**config.mk**
```make
export PLATFORM = sky130hd
export DESIGN_NAME = pipe_reg_chain
export DESIGN_NICKNAME = d
export VERILOG_FILES = /design/src/rtl/pipe_pkg.sv /design/src/rtl/pipe_reg_stage.sv /design/src/rtl/pipe_reg_chain.sv
export SDC_FILE = /design/constraint.sdc
export NUM_CORES = 1
export LEC_CHECK = 0
export CAP_MARGIN = 20
export CORE_MARGIN = 2
export CORE_UTILIZATION = 52
export CTS_CLUSTER_DIAMETER = 200
export DETAILED_ROUTE_END_ITERATION = 10
export PLACE_DENSITY = 0.8
export SLEW_MARGIN = 15
export SYNTH_ARGS = -nofsm -noshare
export SYNTH_HDL_FRONTEND = slang
export SYNTH_HIERARCHICAL = 1
export SYNTH_SLANG_ARGS = --single-unit
export TNS_END_PERCENT = 20
```
**constraint.sdc**
```tcl
create_clock -name clk -period 2.2 [get_ports clk]
set_clock_uncertainty 0.1 [all_clocks]
set_input_delay 0.22 -clock clk [delete_from_list [all_inputs] [get_ports clk]]
set_output_delay 0.22 -clock clk [all_outputs]
set_load 0.02 [all_outputs]
```
**src/rtl/pipe_pkg.sv**
```systemverilog
// Shared helpers for the elastic pipeline register chain.
// Sizes the occupancy counter so it can hold every value from 0 to DEPTH.
package pipe_pkg;

    function automatic int unsigned clog2(input int unsigned v);
        int unsigned r;
        r = 0;
        for (int unsigned p = 1; p < v; p = p << 1) begin
            r++;
        end
        return r;
    endfunction

    // Bits needed to count 0..depth inclusive, never narrower than one bit.
    function automatic int unsigned occ_width(input int unsigned depth);
        return (clog2(depth + 1) < 1) ? 1 : clog2(depth + 1);
    endfunction

endpackage

```
**src/rtl/pipe_reg_stage.sv**
```systemverilog
// One pipeline stage: a valid bit plus a data register.
// Data is only captured alongside a valid word, so bubbles never toggle it.
module pipe_reg_stage #(
    parameter int unsigned         WIDTH   = 8,
    parameter logic [WIDTH-1:0]    RST_VAL = '0
) (
    input  logic             clk,
    input  logic             rst,
    input  logic             clr_i,
    input  logic             load_i,
    input  logic             vld_d_i,
    input  logic [WIDTH-1:0] dat_d_i,
    output logic             vld_q_o,
    output logic [WIDTH-1:0] dat_q_o
);

    always_ff @(posedge clk or posedge rst) begin
        if (rst) begin
            vld_q_o <= 1'b0;
            dat_q_o <= RST_VAL;
        end else if (clr_i) begin
            vld_q_o <= 1'b0;
            dat_q_o <= RST_VAL;
        end else if (load_i) begin
            vld_q_o <= vld_d_i;
            if (vld_d_i) begin
                dat_q_o <= dat_d_i;
            end
        end
    end

endmodule

```
**src/rtl/pipe_reg_chain.sv**
```systemverilog
// Elastic pipeline register: DEPTH valid/ready stages with bubble collapsing,
// synchronous flush and a registered occupancy count.
module pipe_reg_chain
    import pipe_pkg::*;
#(
    parameter int unsigned      WIDTH   = 8,
    parameter int unsigned      DEPTH   = 2,
    parameter logic [WIDTH-1:0] RST_VAL = '0
) (
    input  logic                           clk,
    input  logic                           rst,
    input  logic                           sclr,
    input  logic                           in_valid,
    output logic                           in_ready,
    input  logic [WIDTH-1:0]               in_data,
    output logic                           out_valid,
    input  logic                           out_ready,
    output logic [WIDTH-1:0]               out_data,
    output logic [occ_width(DEPTH)-1:0]    occupancy
);

    localparam int unsigned OCC_W = occ_width(DEPTH);

    logic [DEPTH-1:0] vld_q;
    logic [DEPTH-1:0] rdy;
    logic [DEPTH-1:0] src_vld;
    logic [WIDTH-1:0] dat_q   [DEPTH];
    logic [WIDTH-1:0] src_dat [DEPTH];
    logic             rdy_acc;
    logic             in_fire;
    logic             out_fire;
    logic [OCC_W-1:0] occ_q;
    logic [OCC_W-1:0] occ_d;

    // Ready chain unrolled from the output side: a stage is ready if it or any
    // stage downstream of it is empty, or the consumer is taking the last word.
    always_comb begin
        rdy     = '0;
        rdy_acc = out_ready;
        for (int unsigned j = 0; j < DEPTH; j++) begin
            rdy_acc             = rdy_acc | !vld_q[DEPTH-1-j];
            rdy[DEPTH-1-j]      = rdy_acc;
        end
    end

    for (genvar k = 0; k < DEPTH; k++) begin : g_stage
        if (k == 0) begin : g_head
            assign src_vld[k] = in_valid;
            assign src_dat[k] = in_data;
        end else begin : g_body
            assign src_vld[k] = vld_q[k-1];
            assign src_dat[k] = dat_q[k-1];
        end

        pipe_reg_stage #(
            .WIDTH   (WIDTH),
            .RST_VAL (RST_VAL)
        ) u_stage (
            .clk     (clk),
            .rst     (rst),
            .clr_i   (sclr),
            .load_i  (rdy[k]),
            .vld_d_i (src_vld[k]),
            .dat_d_i (src_dat[k]),
            .vld_q_o (vld_q[k]),
            .dat_q_o (dat_q[k])
        );
    end

    assign in_ready  = rdy[0] & !sclr;
    assign out_valid = vld_q[DEPTH-1] & !sclr;
    assign out_data  = dat_q[DEPTH-1];
    assign in_fire   = in_valid & in_ready;
    assign out_fire  = out_valid & out_ready;

    always_comb begin
        occ_d = occ_q;
        if (sclr) begin
            occ_d = '0;
        end else if (in_fire && !out_fire) begin
            occ_d = occ_q + OCC_W'(1);
        end else if (out_fire && !in_fire) begin
            occ_d = occ_q - OCC_W'(1);
        end
    end

    always_ff @(posedge clk or posedge rst) begin
        if (rst) begin
            occ_q <= '0;
        end else begin
            occ_q <= occ_d;
        end
    end

    assign occupancy = occ_q;

endmodule
```
==> results.yml <==
status:
  status: "complete, no violations"
drt:
  postRouteAntennaNets: 0
  num_vias: 799
  via_per_inst: 5.36
  drt-pass1-iter-count: 4
  drt_iter0_drc: 6
  routed_wirelength_mm: 2.15
  wire_per_inst_um: 14.4
  drc: 0
synthesis:
  synthSimpleGateAreaFrac_pct: 14.8
  postSynthAreaPerCell_um2: 10.7
  yosys.area.top_type: "dfrtp_1"
  syn_inst: 100
  ys_seq_area_share_pct: 46.6
  yosys-top-cells-area: "dfrtp_1, a21bo_2, nand3_1"
  synthAdderAreaFrac_pct: 0
  synthDominantCellAreaShare_pct: 46.6
  ys_types: 22
  muxShareOfSynthArea_pct: 3.96
  ys_warn_count: 6
  synth_top_family_by_area: "compound AO/OA/AOI/OAI gates"
  ys_ff_latch: 20
  syn_nets: 113
  synthXorXnorAreaFrac_pct: 0
  synthesis.area_um2: 1070
  synth_compound_area_share_pct: 24.6
power:
  power-per-cell-area_nw_per_um2: 612
  ir_drop_mv: 0.510
  p_leak_nw: 0.589
clock_network:
  clk_pin_slew_ns: 0.11
  cts_tree: "done"
  cts.sinks: 20
  htree_levels: 1
  cts_root_buf: "clkbuf_4"
  cts_resized: 0
  ctsHoldBuffers: 0
  clk_latency_ns: 0.30
  cts_max_path_buffers: 2
  numCtsBuffers: 3
  post_cts_buffers: 0
timing:
  hold_viol: 0
  hold_slack_ns: 0.0267
  rsz0062_at_grt: "false"
  max_freq_ghz: 0.485
  drv_slew: 0
  tightestPinTransition_ns: 0.553
  finalCritPeriodShare_pct: 93.7
  maxSlewHeadroom_pct: 63.1
  setup_tns_ns: 0
  setup_viol: 0
  period_needed_ns: 2.06
flow_run:
  cap_violations: 0
worst_setup_path:
  crit_required_ns: 1.88
  critPathLaunchType: "input pin"
  end_kind: "output pin"
  crit_fanout: 5
  crit_type: "in -> out"
  critPathArrivalTime_ns: 1.74
cells_and_area:
  mostFrequentLayoutCells: "clkdlybuf4s50_1, dfrtp_1, nand3_1, a21oi_1, a21bo_2"
  nFillCells: 178
  antennaDiodeCount: 0
  areaGrowthSynthToFinish_pct: 24.1
  final_common_cell: "clkdlybuf4s50_1"
  drive_above_1_share_pct: 20.5
  fin_nets: 136
die:
  die_w_um: 49.5
  core_area_um2: 1960
  dieArea_um2: 2450
  fp.dieH_um: 49.5
  ios: 25
  initial_utilization_pct: 54.8
  rows: 16
global_route:
  grt_use_total_pct: 19.2
  grt-ovfl-total: 0
  grt_pass1_vias: 749
  grt_pass1_wl_mm: 3.54
  antenna_found_initial: 0
  grt_max_degree: 22
placed_design:
  dpl.hpwl_mm: 1.45
  portBuffers: 24
  gp_congestion: 0.764
min_path:
  hold_path_class: "in -> async"
## cells in the mapped netlist
master     n
dfrtp_1   20
nand3_1   16
a21oi_1   15
a21bo_2   14
buf_6      4
nor2_1     4
inv_1      3
nor2b_1    3
a21bo_1    2
a21oi_2    2
buf_1      2
buf_4      2
buf_8      2
mux2_1     2
mux2i_1    2
a31oi_1    1
and2b_1    1
and3b_2    1
and4bb_1   1
nand3b_1   1
o21ai_1    1
or2b_1     1
## per-layer routing
| layer | vias to the layer above | wire length, um | track usage (%) |
|---|---|---|---|
| li1 | 392 | - | - |
| met3 | 6 | 69 | 2.73 |
| met5 | - | 0 | 0 |
| met2 | 19 | 998 | 29.7 |
| met1 | 382 | 1030 | 26.0 |
| met4 | 0 | 50 | 10.6 |
## layout make-up
| class | instances | area, um2 | area share (%) |
|---|---|---|---|
| multi-input cells | 67 | 465 | 34.9 |
| repair buffers | 28 | 270 | 20.3 |
| inverters | 3 | 11.3 | 0.844 |
| clock buffers | 3 | 22.5 | 1.69 |
| well taps | 27 | 33.8 | 2.53 |
| flip-flops and latches | 20 | 500 | 37.5 |
| clock inverters | 1 | 30.0 | 2.25 |
## worst max-delay path: stages
cell and delay (ns):
clkdlybuf4s50_1 0.56, nand3b_1 0.17, nor2b_1 0.17, clkdlybuf4s50_1 0.62
## final timing paths
path	from	endpoint	slack, ns	depth (start not counted)
worst max-delay path	out_ready	in_ready	0.14	4
worst min-delay path	rst	occupancy[0]	0.03	2
worst max register to register	g_stage[1].u_stage/vld_q_o	g_stage[1].u_stage/dat_q_o[1]	0.65	3
worst min register to register	g_stage[0].u_stage/dat_q_o[6]	g_stage[1].u_stage/dat_q_o[6]	0.44	2
max in group asynchronous	rst	g_stage[1].u_stage/dat_q_o[0]	1.60	2
min in group clk	in_data[0]	g_stage[0].u_stage/dat_q_o[0]	0.36	3
## per-stage QoR
step | instance area, um2 | total power, W | util (%) | std cells | worst slack (ns)
global route | 1330 | 0.000852 | 68.0 | 149 | 0.128
global placement | 1280 | 0.000518 | 65.3 | 145 | 0.291
floorplan | 1070 | 0.000476 | - | 100 | 0.838
detailed placement | 1280 | 0.000523 | 65.3 | 145 | 0.178
CTS | 1330 | 0.000823 | 68.0 | 149 | 0.135
finish | 1330 | 0.000817 | 68.0 | 149 | 0.138
## where the power goes
| group | leakage [nW] | internal, W | total [W] | switching [W] |
|---|---|---|---|---|
| Sequential | 0.270 | 0.000384 | 0.000395 | 0.0000112 |
| Clock | 0.0279 | 0.000184 | 0.000300 | 0.000116 |
| Combinational | 0.291 | 0.0000621 | 0.000122 | 0.0000597 |
| Total | 0.589 | 0.000630 | 0.000817 | 0.000187 |
## logic make-up (layout without fill, tap and decap cells)
family,count (synthesis),in the layout
AOI/OAI and AO/OA,35,35
and+or+nand+nor,28,28
DFF,20,20
buffers and inverters,13,35
muxes,4,4
## sequential cells by signal (all words and copies together), names as in the netlist
name,flops
g_stage.u_stage/vld_q_o,2
occupancy,2
g_stage.u_stage/dat_q_o,16
No activity file was read; power rests on OpenSTA's default activity.
